### src/rtl/mm_pkg.sv
// Shared definitions for the matrix-multiply datapath: sequencer state encoding and the
// dimension/address-width legality check used by the sequencer and the buffer/RAM wrappers.
package mm_pkg;

   localparam logic [1:0] ST_IDLE  = 2'd0;
   localparam logic [1:0] ST_RUN   = 2'd1;
   localparam logic [1:0] ST_WRITE = 2'd2;
   localparam logic [1:0] ST_DONE  = 2'd3;

   typedef enum logic [1:0] {
      IDLE  = ST_IDLE,
      RUN   = ST_RUN,
      WRITE = ST_WRITE,
      DONE  = ST_DONE
   } mm_state_t;

   // True when a DIM x DIM matrix fits an address space of aw bits.
   function automatic bit mm_dims_ok(input int dim, input int aw);
      return (dim >= 2) && (dim * dim <= (1 << aw));
   endfunction

endpackage

### src/rtl/mm_index_counter.sv
// Nested k/j/i counters for the sequencer, with last-flags and running A/B address bases
// (a_base steps by DIM per row, b pointer steps by DIM per k), so no multipliers are needed.
module mm_index_counter #(
   parameter int DIM = 2,
   parameter int M   = 4
) (
   input  logic         clk,
   input  logic         rst,
   input  logic         clr,
   input  logic         step_k,
   input  logic         step_j,
   output logic         k_last,
   output logic         all_last,
   output logic [M-1:0] a_adr,
   output logic [M-1:0] b_adr
);
   localparam logic [M-1:0] LAST   = M'(DIM - 1);
   localparam logic [M-1:0] STRIDE = M'(DIM);

   logic [M-1:0] k_reg, j_reg, i_reg;
   logic [M-1:0] a_base_reg, a_ptr_reg, b_ptr_reg;
   logic         j_last, i_last;

   assign k_last   = (k_reg == LAST);
   assign j_last   = (j_reg == LAST);
   assign i_last   = (i_reg == LAST);
   assign all_last = i_last && j_last;
   assign a_adr    = a_ptr_reg;
   assign b_adr    = b_ptr_reg;

   always_ff @(posedge clk or posedge rst) begin
      if (rst) begin
         k_reg      <= '0;
         j_reg      <= '0;
         i_reg      <= '0;
         a_base_reg <= '0;
         a_ptr_reg  <= '0;
         b_ptr_reg  <= '0;
      end else if (clr) begin
         k_reg      <= '0;
         j_reg      <= '0;
         i_reg      <= '0;
         a_base_reg <= '0;
         a_ptr_reg  <= '0;
         b_ptr_reg  <= '0;
      end else if (step_k) begin
         if (k_last) begin
            k_reg <= '0;
         end else begin
            k_reg     <= k_reg + 1'b1;
            a_ptr_reg <= a_ptr_reg + 1'b1;
            b_ptr_reg <= b_ptr_reg + STRIDE;
         end
      end else if (step_j) begin
         // Pointers are rebuilt for k=0 of the next element: A at the row base, B at column j.
         if (j_last) begin
            j_reg     <= '0;
            b_ptr_reg <= '0;
            if (i_last) begin
               i_reg      <= '0;
               a_base_reg <= '0;
               a_ptr_reg  <= '0;
            end else begin
               i_reg      <= i_reg + 1'b1;
               a_base_reg <= a_base_reg + STRIDE;
               a_ptr_reg  <= a_base_reg + STRIDE;
            end
         end else begin
            j_reg     <= j_reg + 1'b1;
            a_ptr_reg <= a_base_reg;
            b_ptr_reg <= j_reg + 1'b1;
         end
      end
   end

endmodule

### src/rtl/matmul_sequencer.sv
// Control FSM for the square matrix multiply: walks A/B, drives MAC clear/enable, strobes each
// finished C element into the append-only result RAM, and handles the host start/done handshake.
module matmul_sequencer
   import mm_pkg::*;
#(
   parameter int DIM = 2,
   parameter int M   = 4,
   parameter int RM  = 4
) (
   input  logic         clk,
   input  logic         rst,
   input  logic         start,
   input  logic         abort,
   output logic         a_rd,
   output logic [M-1:0] a_adr,
   output logic         b_rd,
   output logic [M-1:0] b_adr,
   output logic         mac_en,
   output logic         mac_clr,
   output logic         res_wr,
   output logic         busy,
   output logic         done
);
   if (!mm_dims_ok(DIM, M)) begin : g_bad_m
      $error("matmul_sequencer: DIM*DIM exceeds operand address space 2**M");
   end
   if (!mm_dims_ok(DIM, RM)) begin : g_bad_rm
      $error("matmul_sequencer: DIM*DIM exceeds result RAM address space 2**RM");
   end

   mm_state_t state_reg;
   logic      rd_reg, mac_en_reg, mac_clr_reg, res_wr_reg, busy_reg, done_reg;
   logic      k_last, all_last, cnt_clr, step_k, step_j;

   assign cnt_clr = abort && (state_reg != IDLE);
   assign step_k  = (state_reg == RUN);
   assign step_j  = (state_reg == WRITE);

   mm_index_counter #(.DIM(DIM), .M(M)) u_idx (
      .clk      (clk),
      .rst      (rst),
      .clr      (cnt_clr),
      .step_k   (step_k),
      .step_j   (step_j),
      .k_last   (k_last),
      .all_last (all_last),
      .a_adr    (a_adr),
      .b_adr    (b_adr)
   );

   // Outputs are registered alongside the state so they always describe the current state.
   always_ff @(posedge clk or posedge rst) begin
      if (rst) begin
         state_reg   <= IDLE;
         rd_reg      <= 1'b0;
         mac_en_reg  <= 1'b0;
         mac_clr_reg <= 1'b0;
         res_wr_reg  <= 1'b0;
         busy_reg    <= 1'b0;
         done_reg    <= 1'b0;
      end else begin
         rd_reg      <= 1'b0;
         mac_en_reg  <= 1'b0;
         mac_clr_reg <= 1'b0;
         res_wr_reg  <= 1'b0;
         busy_reg    <= 1'b0;
         done_reg    <= 1'b0;
         case (state_reg)
            IDLE: begin
               if (start && !abort) begin
                  state_reg   <= RUN;
                  rd_reg      <= 1'b1;
                  mac_en_reg  <= 1'b1;
                  mac_clr_reg <= 1'b1;
                  busy_reg    <= 1'b1;
               end
            end
            RUN: begin
               if (abort) begin
                  state_reg <= IDLE;
               end else if (k_last) begin
                  state_reg  <= WRITE;
                  res_wr_reg <= 1'b1;
                  busy_reg   <= 1'b1;
               end else begin
                  rd_reg     <= 1'b1;
                  mac_en_reg <= 1'b1;
                  busy_reg   <= 1'b1;
               end
            end
            WRITE: begin
               if (abort) begin
                  state_reg <= IDLE;
               end else if (all_last) begin
                  state_reg <= DONE;
                  done_reg  <= 1'b1;
               end else begin
                  state_reg   <= RUN;
                  rd_reg      <= 1'b1;
                  mac_en_reg  <= 1'b1;
                  mac_clr_reg <= 1'b1;
                  busy_reg    <= 1'b1;
               end
            end
            default: state_reg <= IDLE;
         endcase
      end
   end

   assign a_rd    = rd_reg;
   assign b_rd    = rd_reg;
   assign mac_en  = mac_en_reg;
   assign mac_clr = mac_clr_reg;
   assign res_wr  = res_wr_reg;
   assign busy    = busy_reg;
   assign done    = done_reg;

endmodule

### config.mk
export PLATFORM = sky130hd
export DESIGN_NAME = matmul_sequencer
export DESIGN_NICKNAME = d
export VERILOG_FILES = /design/src/rtl/mm_pkg.sv /design/src/rtl/mm_index_counter.sv /design/src/rtl/matmul_sequencer.sv
export SDC_FILE = /design/constraint.sdc
export NUM_CORES = 1
export LEC_CHECK = 0
export ABC_AREA = 0
export CAP_MARGIN = 0
export CORE_MARGIN = 8
export CORE_UTILIZATION = 48
export CTS_BUF_LIST = sky130_fd_sc_hd__clkbuf_2 sky130_fd_sc_hd__clkbuf_4 sky130_fd_sc_hd__clkbuf_8
export CTS_CLUSTER_DIAMETER = 200
export DETAILED_ROUTE_END_ITERATION = 10
export PLACE_DENSITY = 0.69
export SYNTH_ARGS = -nofsm -noshare
export SYNTH_HDL_FRONTEND = slang
export SYNTH_SLANG_ARGS = --single-unit
### constraint.sdc
create_clock -name clk -period 3.97 [get_ports clk]
set_clock_uncertainty 0.2 [all_clocks]
set_input_delay 0.794 -clock clk [delete_from_list [all_inputs] [get_ports clk]]
set_output_delay 0.794 -clock clk [all_outputs]
set_load 0.01 [all_outputs]
# Word-level counts from Yosys, hierarchy flattened
# Cells that the tools add are included.
# op_classes
muxes,44
addsub,6
eq_ne,9
n_reduce_logical,14
# op_table
cell,count
4-bit 2-to-1 mux,23
"4-bit by 1-bit adder with 4-bit output, second input constant",4
"4-bit by 1-bit == test with 1-bit output, second input constant",3
1-bit 2-to-1 mux,12
2-bit 2-to-1 mux,5
"4-bit by 2-bit adder with 4-bit output, second input constant",2
2-bit nonzero test,4
"3-bit inequality test, second input constant",2
1-bit one-hot mux with 3 select lines,2
2-bit one-hot mux with 3 select lines,1
2-bit AND reduction,3
"2-bit inequality test, second input constant",2
1-bit logical AND,3
3-bit AND reduction,1
3-bit nonzero test,1
"2-bit by 1-bit == test with 1-bit output, second input constant",1
"2-bit == test, second input constant",1
2-bit logical NOT,1
1-bit one-hot mux with 2 select lines,1
1-bit logical NOT,1
# word_totals
reg_bits,31
inputBits,4
word_cells,85
out_inout_bits,15

# Depth between registers and ports, before layout
# logic_depth
depth_word,6
ltp_mapped,8
ltp_nobuf,6

# Modules after synthesis
# Synthesis repeated with hierarchy kept, for this count alone.
# hier_totals
hier_cells,184
hier_area_um2,1762.9
# modules_own_cells
module,cells_each,area_each_um2,seq_area_each_um2,instances
mm_index_counter,156,1447.6,600.6,1
matmul_sequencer,28,315.3,175.2,1

# Worst setup path after synthesis
# OpenSTA, ideal clock, no wires.
# synth_timing
kind,register to register
start,register u_idx.j_reg[1]
end,register u_idx.i_reg[2]
arrival_time_ps,1987
setup_ps,64
slack_ps,1719
path_buffers,2
stages_incl_launch_ff,9
required_time_ps,3706
period_less_slack_ps,2251
cell_sequence,dfrtp_1 inv_1 ha_1 or3b_1 buf_2 or4_1 buf_2 nor3b_2 a21o_1
# synth_via
elab_chain_len,3
# synth_lines
item,line,rtl
start: declaration,mm_index_counter.sv:20,"logic [M-1:0] k_reg, j_reg, i_reg;"
start signal: assignment,mm_index_counter.sv:69,j_reg <= j_reg + 1'b1;
4-bit by 1-bit == test with 1-bit output,mm_index_counter.sv:25,assign j_last = (j_reg == LAST);
2-bit nonzero test (no line),-,
3-bit AND reduction (no line),-,
end signal: assignment,mm_index_counter.sv:64,i_reg <= i_reg + 1'b1;
end: declaration,mm_index_counter.sv:20,
# No other way between the ends.
# A chain may end at the register's enable or synchronous reset.

# Worst setup path in the final report
# layout_timing
start,input abort
end,"register u_idx.a_ptr_reg[1], in the netlist u_idx.a_adr[1]"
# layout_via
elab_chain_len,3
# layout_lines
item,line,rtl
start: declaration,matmul_sequencer.sv:13,"input logic abort,"
1-bit logical AND (*),matmul_sequencer.sv:35,assign cnt_clr = abort && (state_reg != IDLE);
3-bit inequality test (no line) or 3-bit nonzero test (tied branches),-,
2-bit AND reduction (no line),-,
end signal: assignment,mm_index_counter.sv:51,a_ptr_reg <= a_ptr_reg + 1'b1;
end signal: assignment,mm_index_counter.sv:66,a_ptr_reg <= a_base_reg + STRIDE;
end signal: assignment,mm_index_counter.sv:70,a_ptr_reg <= a_base_reg;
end: declaration,mm_index_counter.sv:21,"logic [M-1:0] a_base_reg, a_ptr_reg, b_ptr_reg;"
# Mark *: on every way between the ends. The rest lies on a longest branch, timed or not.

==> impl_results.md <==
* Status: finished, final reports clean
* Power density over the cells at between 400 and 500 mW/mm^2
* WHS Path Cells at 1
* Crit path from: abort
* Area contributors post-synth: dfrtp_1, ha_1, o21ai_0
* Adder-Cell Fraction of Synth Area at between 6 and 7%
* Worst vdd ir at just over 0.2 mV
* R2R Path Start: state_reg[0]$_DFFE_PP0P_
* CP Max Fanout at 10
* Synth Area in Compound Gates at a little under a quarter
* I/O pin count at 19
* Worst-path clk slew at 0.07 ns
* Worst Path Arrival at about 2.8 ns
* Power after layout at around 0.91 mW
* Post-synthesis cell type count at 51
* Post-synthesis mux area share at 1.181%
* Hold Fails Final Rpt at 0
* DR iter-0 viols at 110
* Gpl congestion at about 0.83
* R2R Setup Slk at between 1 and 1.5 ns
* Vias per Instance at 5.988
* Vias at about 1500
* First-pass GRT wire length at between 7 and 8 mm
* CTS Buf Count at 5
* GR Overflow Total at 0
* Post-synthesis cell count at ~190
* Layout fillers at between 300 and 400
* Area of the core at roughly 0.0036 mm^2
* Largest family of logic cells by synthesized area: compound AO/OA/AOI/OAI gates
* # rows at 22
* Area of the multi-input gates at 910.9 um^2
* Reg2reg path depth at 4
* Share of cells above drive strength 1 at 6.763%
* Clock share of power at 26.0%
* Minimum clock period at between 2 and 3 ns
* Comb power frac at a little over a quarter
* Clk sink count at 31
* Slew headroom at ~27%
* # DRC at 0
* Die W at 77.25 um
* IO Port Bufs at 18
* CTS max path bufs at 2
* Switching share of power at between 30% and 40%
* Hold crit path type: reg2reg
* CTS root buf: clkbuf_8
* Worst skew pair latency at approximately 0.29 ns
* Worst Hold Launch: u_idx.a_base_reg[0]$_DFFE_PP0P_
* P_leak at 0.8680 nW
* Final setup violation count at 0
* Drt first pass iters at 4
* Post-synthesis net count at about 200
* Share of flip-flops with an asynchronous set or reset at 100.0%
* Die area at around 0.0060 mm^2
* Pin count of the biggest net entering global routing at 32
* CTS Hold Bufs at 0
* Top-area cell type share of the netlist area at between 40 and 50%
* Crit path capture type: flop
* Detailed Route WL at about 4.2 mm
* CTS tree: yes
* FF+latch count, synth at 31
* Synth Area in XOR/XNOR at under 10%
* Max Freq at around 360 MHz
* Sequential cell area at approximately 780 um^2
* Final net count at between 200 and 250
* Top_reg_cell synth: dfrtp_1
* Vias in the first global route at 1439
* Req. time, crit path at 3.98 ns
* Antenna viol nets, final at 0
* RSZ-0062 raised after global routing: no
* DIE HEIGHT at approximately 77 um
* Post-synth EDFFs at 0
* Setup bufs post-CTS at 0
* Synthesized area at around 0.0018 mm^2
* Initial antenna violation count at 0
* YS warnings at 0
* Wire length per cell at 16.35 um
* Internal at between 0.6 and 0.7 mW
* Post_cts resized at 0
* Final Max Slew Viols at 0
* Worst setup SP type: input pin
* Setup_tns at 0 ns
* GRT Overall Usage at 14.39%
* Layout overhead on the synthesized area at 15.01%
* Seq pwr share at about 48%
* Sequential share of the synthesized area at 43.09%
* Top cell type by total area after synthesis: dfrtp_1
* Starting Density at roughly half
* Final cycle utilization of the critical path at between 60% and 70%
* Slew @ Worst Pin at 1.075 ns
* Hold Path End: u_idx.a_base_reg[0]$_DFFE_PP0P_
* Critical path class: in2reg
* RR Endpoint: u_idx.a_adr[0]$_DFFE_PP0P_
* Max Cap Violations at 0
* H-tree depth at 2
* Net Sw Power at around 0.3 mW
* Synth Area in Simple Gates at 19.18%
* Inserted Diodes at 0
* Post-DP HPWL at between 2 and 3 mm
* Syn_area_per_cell at between 9 and 10 um^2
routing by layer:
layer / GRT usage [%] / up-vias / wire length [um]
met3: 4.779 / 6 / 219
met1: 17.75 / 762 / 1811
met4: 6.415 / 0 / 59
met2: 22.16 / 33 / 2078
met5: 0 / - / 0
li1: - / 726 / -
layout by cell type, fill, tap and decap left out, types with 6 or more instances in the layout:
cell type and instances:
inv_1 12, nand2b_1 6, nand2_1 15, o21ai_0 16, nor2_1 10, clkdlybuf4s50_1 18
nand3_1 6, dfrtp_1 31, ha_1 9
layout make-up:
type,instances,share of cell area (%)
Clock buffer,5,3.323
Clock inverter,3,0.7251
Inverter,12,2.175
Multi-Input combinational cell,136,43.99
Sequential cell,31,37.46
Tap cell,48,2.900
Timing Repair Buffer,20,9.426
cells by family after synthesis:
kind of cell | Yosys count
DFF | 31
AOI/OAI and AO/OA | 60
and+or+nand+nor | 62
muxes | 2
xor gates and xnor gates | 3
buffers and inverters | 25
adders and majority gates | 9
power groups by stage:
stage,Clock [mW],Sequential (mW),Combinational [mW]
after floorplan,0,0.417,0.173
after global placement,0,0.433,0.229
after detailed placement,0,0.437,0.238
after CTS,0.241,0.432,0.240
after global routing,0.253,0.443,0.265
final,0.237,0.433,0.240
critical path: stages:
cell,delay (ns)
clkdlybuf4s50_1,0.58
nor4b_1,1.00
o21ai_0,0.21
o21ai_0,0.19
worst max-delay path by stage:
stage,end,slack [ns]
global placement,u_idx.a_adr[1]$_DFFE_PP0P_,1.08
finish,u_idx.a_adr[1]$_DFFE_PP0P_,1.19
global route,u_idx.a_adr[1]$_DFFE_PP0P_,1.08
floorplan,u_idx.i_reg[2]$_DFFE_PP0P_,1.72
detailed placement,u_idx.a_adr[1]$_DFFE_PP0P_,0.87
CTS,u_idx.a_adr[1]$_DFFE_PP0P_,1.16
synth_stat cells, drive strengths merged, types with 2 or more instances:
| cell | instances |
|---|---|
| nor3 | 4 |
| nand3 | 6 |
| nor3b | 4 |
| o211ai | 3 |
| nand2 | 15 |
| o21ai | 20 |
| buf | 8 |
| o21bai | 4 |
| ha | 9 |
| nand2b | 6 |
| a211oi | 4 |
| xor2 | 2 |
| or3b | 3 |
| dfrtp | 31 |
| o22ai | 3 |
| a32oi | 2 |
| o41ai | 3 |
| a21o | 3 |
| nor4 | 2 |
| a32o | 2 |
| inv | 12 |
| nor2 | 10 |
| nor2b | 4 |
| nor4bb | 2 |
| nor4b | 2 |
| clkbuf | 5 |
| a21oi | 5 |
metrics by stage:
stage	hold slack (ns)	utilization (%)	setup slack, ns	instances	area (um^2)
floorplan	0.2577	-	1.719	192	1800
global placement	0.2746	54.68	1.081	247	1987
detailed placement	0.2822	54.68	0.8718	247	1987
CTS	0.2973	56.99	1.161	255	2071
global route	0.3343	56.99	1.078	255	2071
finish	0.3013	56.99	1.194	255	2071
(Power assumes the default switching activity.)
